`src/rtl/pid_math_seq_pkg.sv`:
```
// Shared types and ALU select encodings for the PID math sequencer.
// The control decode lives here so the state table is defined in one place.
package pid_math_seq_pkg;

  typedef enum logic [2:0] {
    StIdle,
    StErr,
    StIntg,
    StIcomp,
    StPcomp,
    StAcc1,
    StAcc2,
    StDone
  } state_e;

  localparam logic [2:0] Src0A2d    = 3'd0;
  localparam logic [2:0] Src0Intgrl = 3'd1;
  localparam logic [2:0] Src0Icomp  = 3'd2;
  localparam logic [2:0] Src0Pcomp  = 3'd3;
  localparam logic [2:0] Src0Pterm  = 3'd4;

  localparam logic [2:0] Src1Accum   = 3'd0;
  localparam logic [2:0] Src1Iterm   = 3'd1;
  localparam logic [2:0] Src1Err     = 3'd2;
  localparam logic [2:0] Src1ErrDiv2 = 3'd3;
  localparam logic [2:0] Src1Fwd     = 3'd4;

  typedef struct packed {
    logic [2:0] src0sel;
    logic [2:0] src1sel;
    logic       multiply;
    logic       sub;
    logic       mult2;
    logic       mult4;
    logic       saturate;
  } alu_ctrl_t;

  // Moore decode of the ALU controls; mult2/mult4 are never asserted.
  function automatic alu_ctrl_t alu_ctrl(state_e st);
    alu_ctrl_t c;
    c = '0;
    unique case (st)
      StErr: begin
        c.src0sel  = Src0A2d;
        c.src1sel  = Src1Fwd;
        c.sub      = 1'b1;
        c.saturate = 1'b1;
      end
      StIntg: begin
        c.src0sel  = Src0Intgrl;
        c.src1sel  = Src1ErrDiv2;
        c.saturate = 1'b1;
      end
      StIcomp: begin
        c.src0sel  = Src0Intgrl;
        c.src1sel  = Src1Iterm;
        c.multiply = 1'b1;
      end
      StPcomp: begin
        c.src0sel  = Src0Pterm;
        c.src1sel  = Src1Err;
        c.multiply = 1'b1;
      end
      StAcc1: begin
        c.src0sel = Src0Pcomp;
        c.src1sel = Src1Fwd;
      end
      StAcc2: begin
        c.src0sel  = Src0Icomp;
        c.src1sel  = Src1Accum;
        c.saturate = 1'b1;
      end
      StIdle, StDone: c = '0;
    endcase
    return c;
  endfunction

endpackage

```
`src/rtl/pid_math_seq_if.sv`:
```
// ALU control/result bus between the sequencer (master) and the PID ALU (slave).
interface pid_math_seq_if;
  logic [2:0]  src0sel;
  logic [2:0]  src1sel;
  logic        multiply;
  logic        sub;
  logic        mult2;
  logic        mult4;
  logic        saturate;
  logic [15:0] dst;

  modport master (
    output src0sel, src1sel, multiply, sub, mult2, mult4, saturate,
    input  dst
  );

  modport slave (
    input  src0sel, src1sel, multiply, sub, mult2, mult4, saturate,
    output dst
  );
endinterface

```
`src/rtl/intg_prescaler.sv`:
```
// Modulo-INTG_DIV counter; tick is high while the count is zero.
module intg_prescaler #(
  parameter int unsigned INTG_DIV = 4
) (
  input  logic clk,
  input  logic rst,
  input  logic inc,
  output logic tick
);

  localparam int unsigned CntW = (INTG_DIV > 1) ? $clog2(INTG_DIV) : 1;

  logic [CntW-1:0] cnt_q, cnt_d;

  always_comb begin
    cnt_d = cnt_q;
    if (inc) begin
      cnt_d = (cnt_q == CntW'(INTG_DIV - 1)) ? '0 : cnt_q + CntW'(1);
    end
  end

  always_ff @(posedge clk) begin
    if (rst) begin
      cnt_q <= '0;
    end else begin
      cnt_q <= cnt_d;
    end
  end

  assign tick = (cnt_q == '0);

endmodule

```
`src/rtl/pid_math_seq.sv`:
```
// PID math sequencer: walks the ALU through one fixed 7-cycle computation per start
// strobe and captures each ALU result into the working register it feeds.
module pid_math_seq
  import pid_math_seq_pkg::*;
#(
  parameter int unsigned INTG_DIV = 4
) (
  input  logic                 clk,
  input  logic                 rst,
  input  logic                 start,
  pid_math_seq_if.master       alu,
  output logic [11:0]          Error,
  output logic [11:0]          Intgrl,
  output logic [11:0]          Icomp,
  output logic [15:0]          Pcomp,
  output logic [15:0]          Accum,
  output logic                 busy,
  output logic                 done
);

  state_e      state_q, state_d;
  alu_ctrl_t   ctrl;
  logic        intg_tick;
  logic [11:0] error_q, error_d;
  logic [11:0] intgrl_q, intgrl_d;
  logic [11:0] icomp_q, icomp_d;
  logic [15:0] pcomp_q, pcomp_d;
  logic [15:0] accum_q, accum_d;

  intg_prescaler #(
    .INTG_DIV (INTG_DIV)
  ) u_intg_prescaler (
    .clk  (clk),
    .rst  (rst),
    .inc  (state_q == StDone),
    .tick (intg_tick)
  );

  always_comb begin
    state_d  = state_q;
    error_d  = error_q;
    intgrl_d = intgrl_q;
    icomp_d  = icomp_q;
    pcomp_d  = pcomp_q;
    accum_d  = accum_q;
    unique case (state_q)
      StIdle: begin
        if (start) state_d = StErr;
      end
      StErr: begin
        error_d = alu.dst[11:0];
        state_d = StIntg;
      end
      StIntg: begin
        // The integrator is only advanced on prescaler ticks; the state is still visited.
        if (intg_tick) intgrl_d = alu.dst[11:0];
        state_d = StIcomp;
      end
      StIcomp: begin
        icomp_d = alu.dst[11:0];
        state_d = StPcomp;
      end
      StPcomp: begin
        pcomp_d = alu.dst;
        state_d = StAcc1;
      end
      StAcc1: begin
        accum_d = alu.dst;
        state_d = StAcc2;
      end
      StAcc2: begin
        accum_d = alu.dst;
        state_d = StDone;
      end
      StDone: begin
        state_d = StIdle;
      end
      default: state_d = StIdle;
    endcase
  end

  always_ff @(posedge clk) begin
    if (rst) begin
      state_q  <= StIdle;
      error_q  <= '0;
      intgrl_q <= '0;
      icomp_q  <= '0;
      pcomp_q  <= '0;
      accum_q  <= '0;
    end else begin
      state_q  <= state_d;
      error_q  <= error_d;
      intgrl_q <= intgrl_d;
      icomp_q  <= icomp_d;
      pcomp_q  <= pcomp_d;
      accum_q  <= accum_d;
    end
  end

  always_comb begin
    ctrl         = alu_ctrl(state_q);
    alu.src0sel  = ctrl.src0sel;
    alu.src1sel  = ctrl.src1sel;
    alu.multiply = ctrl.multiply;
    alu.sub      = ctrl.sub;
    alu.mult2    = ctrl.mult2;
    alu.mult4    = ctrl.mult4;
    alu.saturate = ctrl.saturate;
  end

  assign busy   = (state_q != StIdle) && (state_q != StDone);
  assign done   = (state_q == StDone);
  assign Error  = error_q;
  assign Intgrl = intgrl_q;
  assign Icomp  = icomp_q;
  assign Pcomp  = pcomp_q;
  assign Accum  = accum_q;

endmodule
```
`src/flat_wrapper.sv`:
```
// flat-port wrapper written by rule: the top's interface ports become plain ports
module pid_math_seq_flat import pid_math_seq_pkg::*;
#(
  parameter int unsigned INTG_DIV = 4
)
  (clk, rst, start, Error, Intgrl, Icomp, Pcomp, Accum, busy, done, alu_src0sel, alu_src1sel, alu_multiply, alu_sub, alu_mult2, alu_mult4, alu_saturate, alu_dst);
  pid_math_seq_if alu_i ();
  input  logic clk;
  input  logic rst;
  input  logic start;
  output logic [11:0] Error;
  output logic [11:0] Intgrl;
  output logic [11:0] Icomp;
  output logic [15:0] Pcomp;
  output logic [15:0] Accum;
  output logic busy;
  output logic done;
  output wire logic [$bits(alu_i.src0sel)-1:0] alu_src0sel;
  output wire logic [$bits(alu_i.src1sel)-1:0] alu_src1sel;
  output wire logic [$bits(alu_i.multiply)-1:0] alu_multiply;
  output wire logic [$bits(alu_i.sub)-1:0] alu_sub;
  output wire logic [$bits(alu_i.mult2)-1:0] alu_mult2;
  output wire logic [$bits(alu_i.mult4)-1:0] alu_mult4;
  output wire logic [$bits(alu_i.saturate)-1:0] alu_saturate;
  input wire logic [$bits(alu_i.dst)-1:0] alu_dst;
  assign alu_src0sel = alu_i.src0sel;
  assign alu_src1sel = alu_i.src1sel;
  assign alu_multiply = alu_i.multiply;
  assign alu_sub = alu_i.sub;
  assign alu_mult2 = alu_i.mult2;
  assign alu_mult4 = alu_i.mult4;
  assign alu_saturate = alu_i.saturate;
  assign alu_i.dst = alu_dst;
  pid_math_seq #(.INTG_DIV(INTG_DIV)) u_core (.clk(clk), .rst(rst), .start(start), .alu(alu_i), .Error(Error), .Intgrl(Intgrl), .Icomp(Icomp), .Pcomp(Pcomp), .Accum(Accum), .busy(busy), .done(done));
endmodule
```
`config.mk`:
```
export PLATFORM = sky130hd
export DESIGN_NAME = pid_math_seq_flat
export DESIGN_NICKNAME = d
export VERILOG_FILES = /design/src/rtl/pid_math_seq_pkg.sv /design/src/rtl/pid_math_seq_if.sv /design/src/rtl/intg_prescaler.sv /design/src/rtl/pid_math_seq.sv /design/src/flat_wrapper.sv
export SDC_FILE = /design/constraint.sdc
export NUM_CORES = 1
export LEC_CHECK = 0
export ABC_AREA = 1
export BUFFER_PORTS_ARGS = -buffer_cell sky130_fd_sc_hd__buf_2
export CAP_MARGIN = 20
export CORE_ASPECT_RATIO = 1.75
export CORE_MARGIN = 5
export CORE_UTILIZATION = 50
export CTS_BUF_LIST = sky130_fd_sc_hd__clkbuf_4 sky130_fd_sc_hd__clkbuf_8
export CTS_CLUSTER_SIZE = 28
export DETAILED_ROUTE_END_ITERATION = 10
export GPL_TIMING_DRIVEN = 0
export PLACE_DENSITY = 0.8
export SYNTH_ARGS = -nofsm -noshare
export SYNTH_HDL_FRONTEND = slang
export SYNTH_HIERARCHICAL = 1
export SYNTH_SLANG_ARGS = --single-unit
```
`constraint.sdc`:
```
create_clock -name clk -period 1.6 [get_ports clk]
set_input_delay 0.4 -clock clk [delete_from_list [all_inputs] [get_ports clk]]
set_output_delay 0.4 -clock clk [all_outputs]
set_load 0.03 [all_outputs]
```
==> impl_metrics.tcl <==
set metrics [dict create \
    fin_crit_sh_pct 107 \
    synth_cell_types 21 \
    die_w_um 68.0 \
    fin_area_mm2 0.00410 \
    synth_mux_area_share_pct 0 \
    clock-sinks 73 \
    leakage_nw 2.14 \
    fp.coreArea_mm2 0.00579 \
    ioPinCount 100 \
    ys.warnings.count 6 \
    first_global_vias 2980 \
    io_buffers 97 \
    fin_nets 543 \
    timing.final.ws_setup_ns -0.106 \
    critPathMaxFanout 5 \
    min_path_type "input port to flop" \
    clockBufferDepth 2 \
    path_clk_slew_ns 0.07 \
    dp_hpwl_um 6020 \
    ir_drop_mv 0.783 \
    grt_pass1_wl_um 14200 \
    cp.required_ns 1.20 \
    dieArea_mm2 0.00758 \
    violations "negative setup slack" \
    grt_overflow 0 \
    synth_top_family_by_area "simple AND/OR/NAND/NOR gates" \
    htreeDepth 3 \
    drt-vias-per-instance 5.12 \
    setup.worst_path.end_class "output port" \
    drc_errors 0 \
    antenna_cells 0 \
    cts_tree "yes" \
    synth.avg_cell_area_um2 7.45 \
    initial_core_util_pct 50.8 \
    placed_cell_area_mm2 0.00353 \
    finalMaxSlewViolations 0 \
    vias 3097 \
    row_count 37 \
    root_buffer "clkbuf_8" \
    cts_buffers 9 \
    drv_cap 0 \
    first_pass_iters 7 \
    synthCells 395 \
    fmax_mhz 586 \
    finalCriticalPeriod_ns 1.71 \
    dp.cells 571 \
    drtAntennaViolNets 0 \
    globalplace.congestion 0.798 \
    drive_gt1_share_pct 34.0 \
    startpoint_type "flop" \
    outcome "complete, but fails checks" \
    die_h_um 111 \
    wl_per_cell_um 14.9 \
    synth_compound_area_share_pct 10.5 \
    drtIter0Drc 273 \
    grt_usage_pct 24.7 \
    synth-xor-area-share_pct 0 \
    layout_common_cells "125 x nor2_1, 93 x buf_2, 70 x dfxtp_1" \
    synth_adder_area_share_pct 0.851 \
    stdcell_count 605 \
    syn-cell-area_mm2 0.00294 \
    area_delta_synth_final_pct 39.4 \
    clock_skew_ns 0.00622 \
    rsz0062_at_grt "true" \
    critPathArrivalTime_ns 1.31 \
    grt_start_max_net_pins 17 \
    ctsHoldBuffers 0 \
    final_common_cell "nor2_1" \
    finalWirelength_um 9030 \
    clk_latency_ns 0.34 \
    finalHoldWorstSlack_ns 0.259 \
    setup_violations 10 \
    synth-simple-area-share_pct 30.7 \
    power_per_cell_area_mw_per_mm2 1070 \
    grt_antenna_before_repair 0 \
    synth-seq-cells 73 \
    hold_viol 0 \
    crit_type "flop to output port" \
    synth-seq-area-share_pct 49.7 \
]
## synth_stat cells, drive strengths merged
cell | n | share of area, %
a21oi | 18 | 3.2
buf | 22 | 4.1
clkbuf | 5 | 0.64
conb | 1 | 0.13
dfxtp | 73 | 50
ha | 2 | 0.85
inv | 27 | 3.4
nand2 | 41 | 5.4
nand3 | 5 | 1.4
nand3b | 16 | 4.1
nand4 | 12 | 2.6
nor2 | 130 | 17
o21ai | 43 | 7.3
## per-layer routing
layer / vias to the layer above / share of wire [%] / GRT usage (%)
li1: 1506 / - / -
met1: 1417 / 38 / 27.9
met2: 149 / 51 / 40.8
met3: 25 / 7.9 / 5.45
met4: 0 / 4.0 / 14.5
met5: - / 0 / 0
## worst max-delay path, stage by stage, from the launching register on
cell and delay [ns]:
dfxtp_4 0.41, inv_4 0.10, nand2_4 0.06, nor2_4 0.14, inv_4 0.05, nand3_2 0.06, buf_6 0.13
## power breakdown
group	leakage [nW]	switching, mW	internal, mW	total [mW]
Clock	0.100	0.635	0.675	1.31
Sequential	0.596	0.0921	1.94	2.04
Combinational	1.45	0.698	0.358	1.06
Total	2.14	1.43	2.98	4.40
## final timing paths
path / from / end / slack [ns] / depth (start not counted)
max: u_core/state_q[1] / alu_saturate / -0.11 / 6
min: rst / u_core/state_q[2] / 0.26 / 2
max reg2reg: u_core/state_q[1] / u_core/Accum[5] / 0.09 / 8
min reg2reg: u_core/Pcomp[11] / u_core/Pcomp[11] / 0.48 / 2
## what timing repair did
| action | CTS | global route |
|---|---|---|
| endpoints found under the setup margin | 11 | 11 |
| buffers inserted | 19 | 5 |
| gates resized for setup | 64 | 12 |
| pin swaps | 6 | 7 |
## per-stage QoR
step	total power [mW]	utilization (%)	setup TNS (ns)	worst slack, ns
after detailed placement	2.95	61.0	-0.612	-0.116
after floorplan	2.67	-	0	0.0239
after CTS	4.39	70.1	-1.10	-0.139
after global routing	4.58	70.9	-1.25	-0.160
final	4.40	70.9	-0.800	-0.106
after global placement	2.94	61.0	-0.504	-0.0999
## cells by family after synthesis
group,after synthesis
flops,73
simple gates,204
buf+inv,54
fa+ha+maj,2
other cells,1
compound gates,61
## state kept, by name, summed over array words and instances, names as in the netlist
| signal | cells |
|---|---|
| u_core/Pcomp | 16 |
| u_core/u_intg_prescaler/cnt_q | 2 |
| u_core/state_q | 3 |
| u_core/Intgrl | 12 |
| u_core/Icomp | 12 |
| u_core/Error | 12 |
| u_core/Accum | 16 |
## area by class of cell
cell class / count / area [µm²]
fill: 439 / 1690
clock buffer: 13 / 166
timing repair buffer: 121 / 751
inverter: 27 / 134
buffer: 21 / 138
multi-input combinational: 269 / 1330
clock inverter: 3 / 15.0
sequential: 73 / 1470
tap: 78 / 97.6
(Power assumes the default switching activity.)
